[config.mk]
export PLATFORM = sky130hd
export DESIGN_NAME = time_entry_loader_flat
export DESIGN_NICKNAME = d
export VERILOG_FILES = /design/src/rtl/alarm_pkg.sv /design/src/rtl/time_entry_loader_if.sv /design/src/rtl/time_validator.sv /design/src/rtl/time_entry_loader.sv /design/src/flat_wrapper.sv
export SDC_FILE = /design/constraint.sdc
export NUM_CORES = 1
export LEC_CHECK = 0
export ABC_AREA = 0
export CORE_AREA = 10 10 60 62
export CTS_BUF_LIST = sky130_fd_sc_hd__clkbuf_2 sky130_fd_sc_hd__clkbuf_4 sky130_fd_sc_hd__clkbuf_8
export CTS_CLUSTER_SIZE = 40
export DETAILED_ROUTE_END_ITERATION = 8
export DIE_AREA = 0 0 70 72
export GPL_ROUTABILITY_DRIVEN = 0
export PLACE_DENSITY = 0.81
export SETUP_SLACK_MARGIN = 0.5
export SYNTH_ARGS = -nofsm -noshare
export SYNTH_HDL_FRONTEND = slang
export SYNTH_SLANG_ARGS = --single-unit
[constraint.sdc]
create_clock -name clk -period 1.8 [get_ports clk]
set_input_delay 0.27 -clock clk [delete_from_list [all_inputs] [get_ports clk]]
set_output_delay 0.27 -clock clk [all_outputs]
set_load 0.005 [all_outputs]
[src/rtl/alarm_pkg.sv]
// alarm_pkg: values shared by the keypad time-entry loader, the time counter
// and the alarm register.
//   - key codes for the '*' (start/commit) and '#' (cancel) keys
//   - entry FSM state encoding
//   - per-digit limits of a valid 24-hour HH:MM time
package alarm_pkg;

  localparam logic [3:0] KEY_STAR  = 4'd10;
  localparam logic [3:0] KEY_HASH  = 4'd11;
  localparam logic [3:0] KEY_DIGIT_MAX = 4'd9;

  localparam logic [3:0] MAX_MS_HR      = 4'd2;
  localparam logic [3:0] MAX_LS_HR_AT_2 = 4'd3;
  localparam logic [3:0] MAX_MS_MIN     = 4'd5;
  localparam logic [3:0] MAX_LS_MIN     = 4'd9;

  typedef enum logic [1:0] {
    ST_IDLE  = 2'd0,
    ST_ENTRY = 2'd1,
    ST_LOAD  = 2'd2
  } entry_state_e;

endpackage

[src/rtl/time_entry_loader_if.sv]
// time_entry_loader_if: load bus from the entry loader to the time counter.
//   new_current_time_{ms,ls}_{hr,min} : BCD digits of the time to load
//   load_new_c                        : one-cycle load strobe
//   master = loader (drives), slave = time counter (receives)
interface time_entry_loader_if;
  logic [3:0] new_current_time_ms_hr;
  logic [3:0] new_current_time_ls_hr;
  logic [3:0] new_current_time_ms_min;
  logic [3:0] new_current_time_ls_min;
  logic       load_new_c;

  modport master (
    output new_current_time_ms_hr, new_current_time_ls_hr,
           new_current_time_ms_min, new_current_time_ls_min, load_new_c
  );

  modport slave (
    input  new_current_time_ms_hr, new_current_time_ls_hr,
           new_current_time_ms_min, new_current_time_ls_min, load_new_c
  );
endinterface

[src/rtl/time_validator.sv]
// time_validator: combinational check that four BCD digits form a legal
// 24-hour time HH:MM (00:00 .. 23:59).
//   ms_hr, ls_hr, ms_min, ls_min : input digits
//   valid                        : high when the digits are a legal time
module time_validator
  import alarm_pkg::*;
(
  input  logic [3:0] ms_hr,
  input  logic [3:0] ls_hr,
  input  logic [3:0] ms_min,
  input  logic [3:0] ls_min,
  output logic       valid
);

  always_comb begin
    valid = (ms_hr <= MAX_MS_HR)
         && ((ms_hr != MAX_MS_HR) || (ls_hr <= MAX_LS_HR_AT_2))
         && (ls_hr <= KEY_DIGIT_MAX)
         && (ms_min <= MAX_MS_MIN)
         && (ls_min <= MAX_LS_MIN);
  end

endmodule

[src/rtl/time_entry_loader.sv]
// time_entry_loader: collects keypad digits into a 4-digit HH:MM entry
// buffer, validates it on '*' commit and strobes it into the time counter.
//   clk, reset   : clock, synchronous active-high reset
//   key_valid    : one-cycle key strobe; key = 0-9 digit, 10 '*', 11 '#'
//   one_second   : one-cycle tick per second (inactivity timeout)
//   load_bus     : entry buffer digits + one-cycle load_new_c strobe
//   entry_active : high while an entry is in progress
//   digit_count  : digits captured so far (0..4)
//   entry_error  : one-cycle pulse on invalid/premature commit or timeout
module time_entry_loader
  import alarm_pkg::*;
#(
  parameter int unsigned TIMEOUT_SECS = 10
) (
  input  logic                       clk,
  input  logic                       reset,
  input  logic                       key_valid,
  input  logic [3:0]                 key,
  input  logic                       one_second,
  time_entry_loader_if.master        load_bus,
  output logic                       entry_active,
  output logic [2:0]                 digit_count,
  output logic                       entry_error
);

  localparam logic [3:0] TIMEOUT_L = 4'(TIMEOUT_SECS);

  entry_state_e state_q, state_d;
  logic [3:0] ms_hr_q, ms_hr_d, ls_hr_q, ls_hr_d;
  logic [3:0] ms_min_q, ms_min_d, ls_min_q, ls_min_d;
  logic [3:0] timer_q, timer_d;
  logic [2:0] cnt_q, cnt_d;
  logic       load_q, load_d;
  logic       err_q, err_d;
  logic       active_q, active_d;
  logic       time_ok;

  time_validator u_validator (
    .ms_hr  (ms_hr_q),
    .ls_hr  (ls_hr_q),
    .ms_min (ms_min_q),
    .ls_min (ls_min_q),
    .valid  (time_ok)
  );

  always_comb begin
    state_d  = state_q;
    ms_hr_d  = ms_hr_q;
    ls_hr_d  = ls_hr_q;
    ms_min_d = ms_min_q;
    ls_min_d = ls_min_q;
    timer_d  = timer_q;
    cnt_d    = cnt_q;
    load_d   = 1'b0;
    err_d    = 1'b0;

    unique case (state_q)
      ST_IDLE: begin
        if (key_valid && (key == KEY_STAR)) begin
          state_d  = ST_ENTRY;
          ms_hr_d  = '0;
          ls_hr_d  = '0;
          ms_min_d = '0;
          ls_min_d = '0;
          cnt_d    = '0;
          timer_d  = '0;
        end
      end
      ST_ENTRY: begin
        // Any key press, even an ignored one, counts as activity.
        if (key_valid) begin
          timer_d = '0;
          if (key <= KEY_DIGIT_MAX) begin
            if (cnt_q < 3'd4) begin
              ms_hr_d  = ls_hr_q;
              ls_hr_d  = ms_min_q;
              ms_min_d = ls_min_q;
              ls_min_d = key;
              cnt_d    = cnt_q + 3'd1;
            end
          end else if (key == KEY_HASH) begin
            state_d = ST_IDLE;
          end else if (key == KEY_STAR) begin
            if ((cnt_q == 3'd4) && time_ok) begin
              state_d = ST_LOAD;
              load_d  = 1'b1;
            end else begin
              state_d = ST_IDLE;
              err_d   = 1'b1;
            end
          end
        end else if (one_second) begin
          timer_d = timer_q + 4'd1;
          if (timer_d == TIMEOUT_L) begin
            state_d = ST_IDLE;
            err_d   = 1'b1;
          end
        end
      end
      ST_LOAD: state_d = ST_IDLE;
      default: state_d = ST_IDLE;
    endcase

    active_d = (state_d == ST_ENTRY);
  end

  always_ff @(posedge clk) begin
    if (reset) begin
      state_q  <= ST_IDLE;
      ms_hr_q  <= '0;
      ls_hr_q  <= '0;
      ms_min_q <= '0;
      ls_min_q <= '0;
      timer_q  <= '0;
      cnt_q    <= '0;
      load_q   <= 1'b0;
      err_q    <= 1'b0;
      active_q <= 1'b0;
    end else begin
      state_q  <= state_d;
      ms_hr_q  <= ms_hr_d;
      ls_hr_q  <= ls_hr_d;
      ms_min_q <= ms_min_d;
      ls_min_q <= ls_min_d;
      timer_q  <= timer_d;
      cnt_q    <= cnt_d;
      load_q   <= load_d;
      err_q    <= err_d;
      active_q <= active_d;
    end
  end

  assign load_bus.new_current_time_ms_hr  = ms_hr_q;
  assign load_bus.new_current_time_ls_hr  = ls_hr_q;
  assign load_bus.new_current_time_ms_min = ms_min_q;
  assign load_bus.new_current_time_ls_min = ls_min_q;
  assign load_bus.load_new_c              = load_q;
  assign entry_active                     = active_q;
  assign digit_count                      = cnt_q;
  assign entry_error                      = err_q;

endmodule

[src/flat_wrapper.sv]
// flat-port wrapper written by rule: the top's interface ports become plain ports
module time_entry_loader_flat import alarm_pkg::*;
#(
  parameter int unsigned TIMEOUT_SECS = 10
)
  (clk, reset, key_valid, key, one_second, entry_active, digit_count, entry_error, load_bus_new_current_time_ms_hr, load_bus_new_current_time_ls_hr, load_bus_new_current_time_ms_min, load_bus_new_current_time_ls_min, load_bus_load_new_c);
  time_entry_loader_if load_bus_i ();
  input  logic clk;
  input  logic reset;
  input  logic key_valid;
  input  logic [3:0] key;
  input  logic one_second;
  output logic entry_active;
  output logic [2:0] digit_count;
  output logic entry_error;
  output wire logic [$bits(load_bus_i.new_current_time_ms_hr)-1:0] load_bus_new_current_time_ms_hr;
  output wire logic [$bits(load_bus_i.new_current_time_ls_hr)-1:0] load_bus_new_current_time_ls_hr;
  output wire logic [$bits(load_bus_i.new_current_time_ms_min)-1:0] load_bus_new_current_time_ms_min;
  output wire logic [$bits(load_bus_i.new_current_time_ls_min)-1:0] load_bus_new_current_time_ls_min;
  output wire logic [$bits(load_bus_i.load_new_c)-1:0] load_bus_load_new_c;
  assign load_bus_new_current_time_ms_hr = load_bus_i.new_current_time_ms_hr;
  assign load_bus_new_current_time_ls_hr = load_bus_i.new_current_time_ls_hr;
  assign load_bus_new_current_time_ms_min = load_bus_i.new_current_time_ms_min;
  assign load_bus_new_current_time_ls_min = load_bus_i.new_current_time_ls_min;
  assign load_bus_load_new_c = load_bus_i.load_new_c;
  time_entry_loader #(.TIMEOUT_SECS(TIMEOUT_SECS)) u_core (.clk(clk), .reset(reset), .key_valid(key_valid), .key(key), .one_second(one_second), .load_bus(load_bus_i), .entry_active(entry_active), .digit_count(digit_count), .entry_error(entry_error));
endmodule
* Word level (Yosys, flattened, before mapping)
Cells that the tools add are included.
** Word-level totals
- Flip-flop bits (word level) :: 28
- Input port bits :: 8
- Output and inout port bits :: 22
- Word-level logic and storage cells :: 89
** Operators by class
- $add $sub $neg :: 2
- Order comparisons :: 7
- Eq/ne operators :: 12
- Multiplexer cells :: 42
- Bitwise operators :: 3
- Reduce and logical (&&, ||, !) cells :: 13
** Operators with widths (count)
- two-way mux 4 bit :: 15
- case mux 4 bit (2 select lines) :: 5
- two-way mux 2 bit :: 8
- equality test 4 bit, second input constant :: 3
- less-or-equal comparator 4 bit, second input constant :: 3
- two-way mux 3 bit :: 4
- less-or-equal comparator 4 x 2 -> 1 bit, second input constant :: 2
- two-way mux 1 bit :: 8
- logical AND 1 bit :: 6
- != test 2 x 1 -> 1 bit, second input constant :: 3
- case mux 3 bit (2 select lines) :: 1
- OR reduction 6 bit :: 1
- AND reduction 5 bit :: 1
- adder 4 x 1 -> 4 bit, second input constant :: 1
- equality test 2 x 1 -> 1 bit, second input constant :: 2
- less-or-equal comparator 4 x 3 -> 1 bit, second input constant :: 1
- != test 4 x 2 -> 1 bit, second input constant :: 1
- case mux 2 bit (2 select lines) :: 1
- adder 3 x 1 -> 3 bit, second input constant :: 1
- equality test 3 bit, second input constant :: 1
- < comparator 3 bit, second input constant :: 1
- != test 3 bit, second input constant :: 1
- NOT 1 bit :: 3
- AND reduction 3 bit :: 1
- other kinds (5) :: 5

* Longest topological paths before layout
- Depth after elaboration :: 14
- Mapped depth :: 7
- Mapped depth without buffers :: 5

* By module
From an unflattened synthesis, not the netlist that was laid out.
** Unflattened totals
- Cell total of the unflattened synthesis :: 159
- Area, all modules :: 1495.2 sq um
** Modules (own cells, without submodules)
- time_entry_loader :: instances 1, cells each 154, area an instance 1453.9 sq um, sequential area each 560.5 sq um
- time_validator :: instances 1, cells each 5, area an instance 41.3 sq um, sequential area each 0.0 sq um

* Least setup slack after synthesis
OpenSTA, ideal clock, no wires.
- Kind :: input to register
- From :: input reset
- To :: register u_core.ls_hr_q[2] (netlist: u_core.load_bus.new_current_time_ls_hr[2])
- Setup time :: 0.117 ns
- Data arrival time :: 1.416 ns
- Required time :: 1.683 ns
- Setup slack :: 0.267 ns
- Stages on the path :: 7
- Path buffers :: 3
- Path through :: buf_2 > nor2_1 > and2_1 > and4b_1 > buf_2 > buf_4 > a22o_1
** RTL lines
- from (decl) :: line flat_wrapper.sv:9 : input logic reset;
- to (signal assigned) :: line time_entry_loader.sv:122 : ls_hr_q <= ls_hr_d;
- to (decl) :: line time_entry_loader.sv:29 : logic [3:0] ms_hr_q, ms_hr_d, ls_hr_q, ls_hr_d;

* Final worst setup path
- From :: register u_core.state_q[1]
- To :: register u_core.timer_q[1]
** On the way
- Cells in the longest elaborated chain, start to end :: 3
- Elaborated cells on any way between the ends :: 7
- Those cells by class :: 3 x eq/ne; 1 x mux; 3 x reduce/logical
** Ends and longest elaborated chain
- from (decl) :: line time_entry_loader.sv:28 : entry_state_e state_q, state_d;
- from (signal assigned) :: line time_entry_loader.sv:120 : state_q <= state_d;
- equality test 2 x 1 -> 1 bit or zero test 2 bit (tied branches) :: line time_entry_loader.sv:57 : unique case (state_q)
- != test 3 bit (no source line), or another cell as far along
- AND reduction 3 bit (no source line)
- to (signal assigned) :: line time_entry_loader.sv:125 : timer_q <= timer_d;
- to (decl) :: line time_entry_loader.sv:31 : logic [3:0] timer_q, timer_d;
Parallel ways exist; a longest one is shown, timed or not.
A chain may end at the register's enable or synchronous reset.

==> impl_metrics.yaml <==
sta:
  finalHoldViolCount: 0
  hold_slack_ps: 327.8
  setup_viol: 0
  timing.fmax_ghz: 0.6523
  rsz0062_at_grt: "yes"
  slew_headroom_pct: 71.32
  finalClockSkew_ps: 14.69
  fin_crit_sh_pct: 85.17
  maxSlewViolCount: 0
  fin_crit_ps: 1533
  worst_pin_slew_ps: 424.2
setup_path:
  crit_chain: "or3b_4 -> or4_1 -> a21oi_2"
  end_kind: "flip-flop"
  worstSetupPathType: "flip-flop to flip-flop"
  crit_slowest_cell: "or4_1"
  worstSetupStartpointType: "flip-flop"
  cp.arrival_ps: 1830
  worst-r2r-setup-slack_ps: 270
  reg2reg_depth: 3
  reg2reg_to: "u_core.timer_q[1]$_SDFFE_PP0P_"
  cp_num_buf_inv: 0
  cp_slowest_stage_delay_ps: 550
  required_ps: 2090
  timing.rr.start: "u_core.state_q[1]$_SDFF_PP0_"
  cp_top_family: "simple AND/OR/NAND/NOR gates"
  cp_max_fo: 4
min_path:
  min_delay_worst_endpoint: "u_core.load_bus.new_current_time_ls_min[3]$_SDFFE_PP0P_"
  min-delay-start: "key[3]"
  hp-class: "input pin to flip-flop"
  min_path_cells: 2
drt:
  drcViolationCount: 0
  wl_per_cell_um: 22.21
  wl_met1_mm: 1.848
  wl_met3_um: 462
  via_per_inst: 6.290
  top_layer_used: "met4"
  wl_met2_mm: 2.204
  num_vias: 1346
  drt-total-wl_mm: 4.752
  drtIter0Drc: 165
  drtPass1Iterations: 5
  ant_nets: 0
logic_synthesis:
  synthCells: 114
  ys_types: 35
  synthSimpleGateAreaFrac_pct: 16.35
  yosys_most_used_dff: "dfxtp_1"
  async_flop_share_pct: 0
  ys_seq_area_share_pct: 47.86
  synth_edf_count: 0
  synthXorXnorAreaFrac_pct: 1.496
  synth_compound_area_share_pct: 25.11
  syn_area_um2: 1171
  synth_top_family_by_area: "compound AO/OA/AOI/OAI gates"
  syn-num-nets: 126
  synth_mux_area_share_pct: 0.8547
  yosys_warnings: 0
  synth-seq-cells: 28
  synth_fa_ha_area_share_pct: 4.274
  syn_area_per_cell_um2: 10.27
power:
  irDropWorstVdd_mv: 0.5992
  power.leakage_uw: 0.0009432
  powerDensity_nw_per_um2: 559.9
global_route:
  grt_pass1_vias: 1204
  grt_max_degree: 18
  track_usage_pct: 14.95
  grt_pass1_wl_mm: 6.161
  grt_overflow: 0
  antenna_found_initial: 0
final_layout:
  syn_to_final_growth_pct: 74.79
  fin_util_pct: 84.16
  antennaDiodeCount: 0
  multiInputGateArea_um2: 711.9
  drive_gt1_share_pct: 50.54
  fin_nets: 197
  regArea_um2: 600.6
  fillers: 135
job:
  maxCapViolCount: 0
clock_tree:
  clkSlewWorstSetupHoldPaths_ps: 160
  cts_num_sinks: 28
  clk_latency_ps: 350
  cts_tree: "yes"
  cts_inserted_buffers: 3
  cts_buffer_depth: 2
  clockRootBuffer: "clkbuf_4"
  htreeDepth: 1
run_status:
  outcome: "completed"
placement:
  dp_hpwl_mm: 2.310
  io_buffers: 29
floorplanning:
  core_um2: 2432
  die_w_um: 70
  start_util_pct: 48.15
  fp.dieArea_um2: 5040
  die-height_um: 72
  io_pins: 30
  num_rows: 18
[layer usage]
metal	vias up	global-route usage [%]
li1	579	-
met1	637	18.44
met2	109	23.87
met3	21	4.354
met4	0	6.140
met5	-	0
[timing repair]
item / in CTS / in global routing
gates cloned: 1 / 1
pin swaps: 6 / 10
buffers inserted: 29 / 2
hold buffers: 0 / 0
endpoints found under the hold margin: 0 / 0
gates resized for setup: 61 / 27
endpoints found under the setup margin: 47 / 28
[where the power goes]
group	total (uW)	switching [uW]	internal [uW]
clock	430	204	226
sequential	617	1.43	615
combinational	99.0	46.5	52.5
total	1150	252	894
[worst reg2reg max path, delay by kind of cell, from the launching register on]
family	cells	cell delay [ps]
compound gates	1	130
flops	1	390
simple gates	2	950
[worst max path at each step]
stage	start	end	slack [ps]	cells past startpoint
after floorplan	u_core.state_q[0]$_SDFF_PP0_	u_core.timer_q[1]$_SDFFE_PP0P_	390	3
after global placement	key_valid	u_core.timer_q[3]$_SDFFE_PP0P_	-150	5
after detailed placement	key[1]	u_core.load_bus.new_current_time_ls_hr[2]$_SDFFE_PP0P_	-260	5
after CTS	u_core.state_q[1]$_SDFF_PP0_	u_core.timer_q[1]$_SDFFE_PP0P_	320	3
after global routing	reset	u_core.load_bus.new_current_time_ms_min[1]$_SDFFE_PP0P_	260	8
final	u_core.state_q[1]$_SDFF_PP0_	u_core.timer_q[1]$_SDFFE_PP0P_	270	3
[placed cells by master (no fill, tap or decap), drive strengths merged, types with 4 or more instances in the layout]
cell type,count
buf,40
ha,4
o21ai,7
and4b,4
a21oi,5
a22o,17
nor2,4
inv,6
dfxtp,28
nand3,4
dlygate4sd2,25
nand2,4
[cells in the mapped netlist, types with 2 or more instances]
| library cell | instances | share of area, % |
|---|---|---|
| nand2_1 | 4 | 1.3 |
| buf_4 | 2 | 1.3 |
| nor4b_1 | 2 | 1.5 |
| xnor2_1 | 2 | 1.5 |
| dfxtp_1 | 28 | 48 |
| nor3_1 | 2 | 0.85 |
| o21ai_0 | 7 | 3.0 |
| o31ai_1 | 2 | 1.3 |
| nand3_1 | 4 | 1.7 |
| and4b_1 | 3 | 2.6 |
| buf_2 | 2 | 0.85 |
| inv_1 | 6 | 1.9 |
| nor2_1 | 4 | 1.3 |
| a22o_1 | 17 | 13 |
| a32o_1 | 2 | 1.7 |
| a21oi_1 | 5 | 2.1 |
| ha_1 | 4 | 4.3 |
[sequential cells by signal (all words and copies together), names as in the netlist]
name / count
u_core.digit_count: 3
u_core.entry_error: 1
u_core.load_bus.load_new_c: 1
u_core.timer_q: 4
u_core.load_bus.new_current_time_ls_hr: 4
u_core.load_bus.new_current_time_ms_hr: 4
u_core.load_bus.new_current_time_ms_min: 4
u_core.entry_active: 1
u_core.load_bus.new_current_time_ls_min: 4
u_core.state_q: 2
[kinds of logic after synthesis]
logic type,after synthesis
AOI/OAI and AO/OA,39
and+or+nand+nor,30
DFF,28
buffers and inverters,10
adders and majority gates,4
xor gates and xnor gates,2
muxes,1
[stage by stage]
step	TNS, ps	total power, uW	cells	setup slack, ps	area (um2)
detailed placement	-4516	697.1	177	-255.7	1553
global route	0	1166	214	257.5	2047
floorplan	0	665.9	114	385.3	1206
CTS	0	1117	211	318.9	1892
global placement	-2662	694.7	177	-152.0	1553
finish	0	1146	214	267.0	2047
[cell type report]
class,count,share of cell area [%]
flip-flops and latches,28,29.34
repair buffers,69,30.38
multi-input cells,77,34.78
inverters,6,1.100
well taps,30,1.834
clock inverters,1,1.467
clock buffers,3,1.100
(Power assumes the default switching activity.)
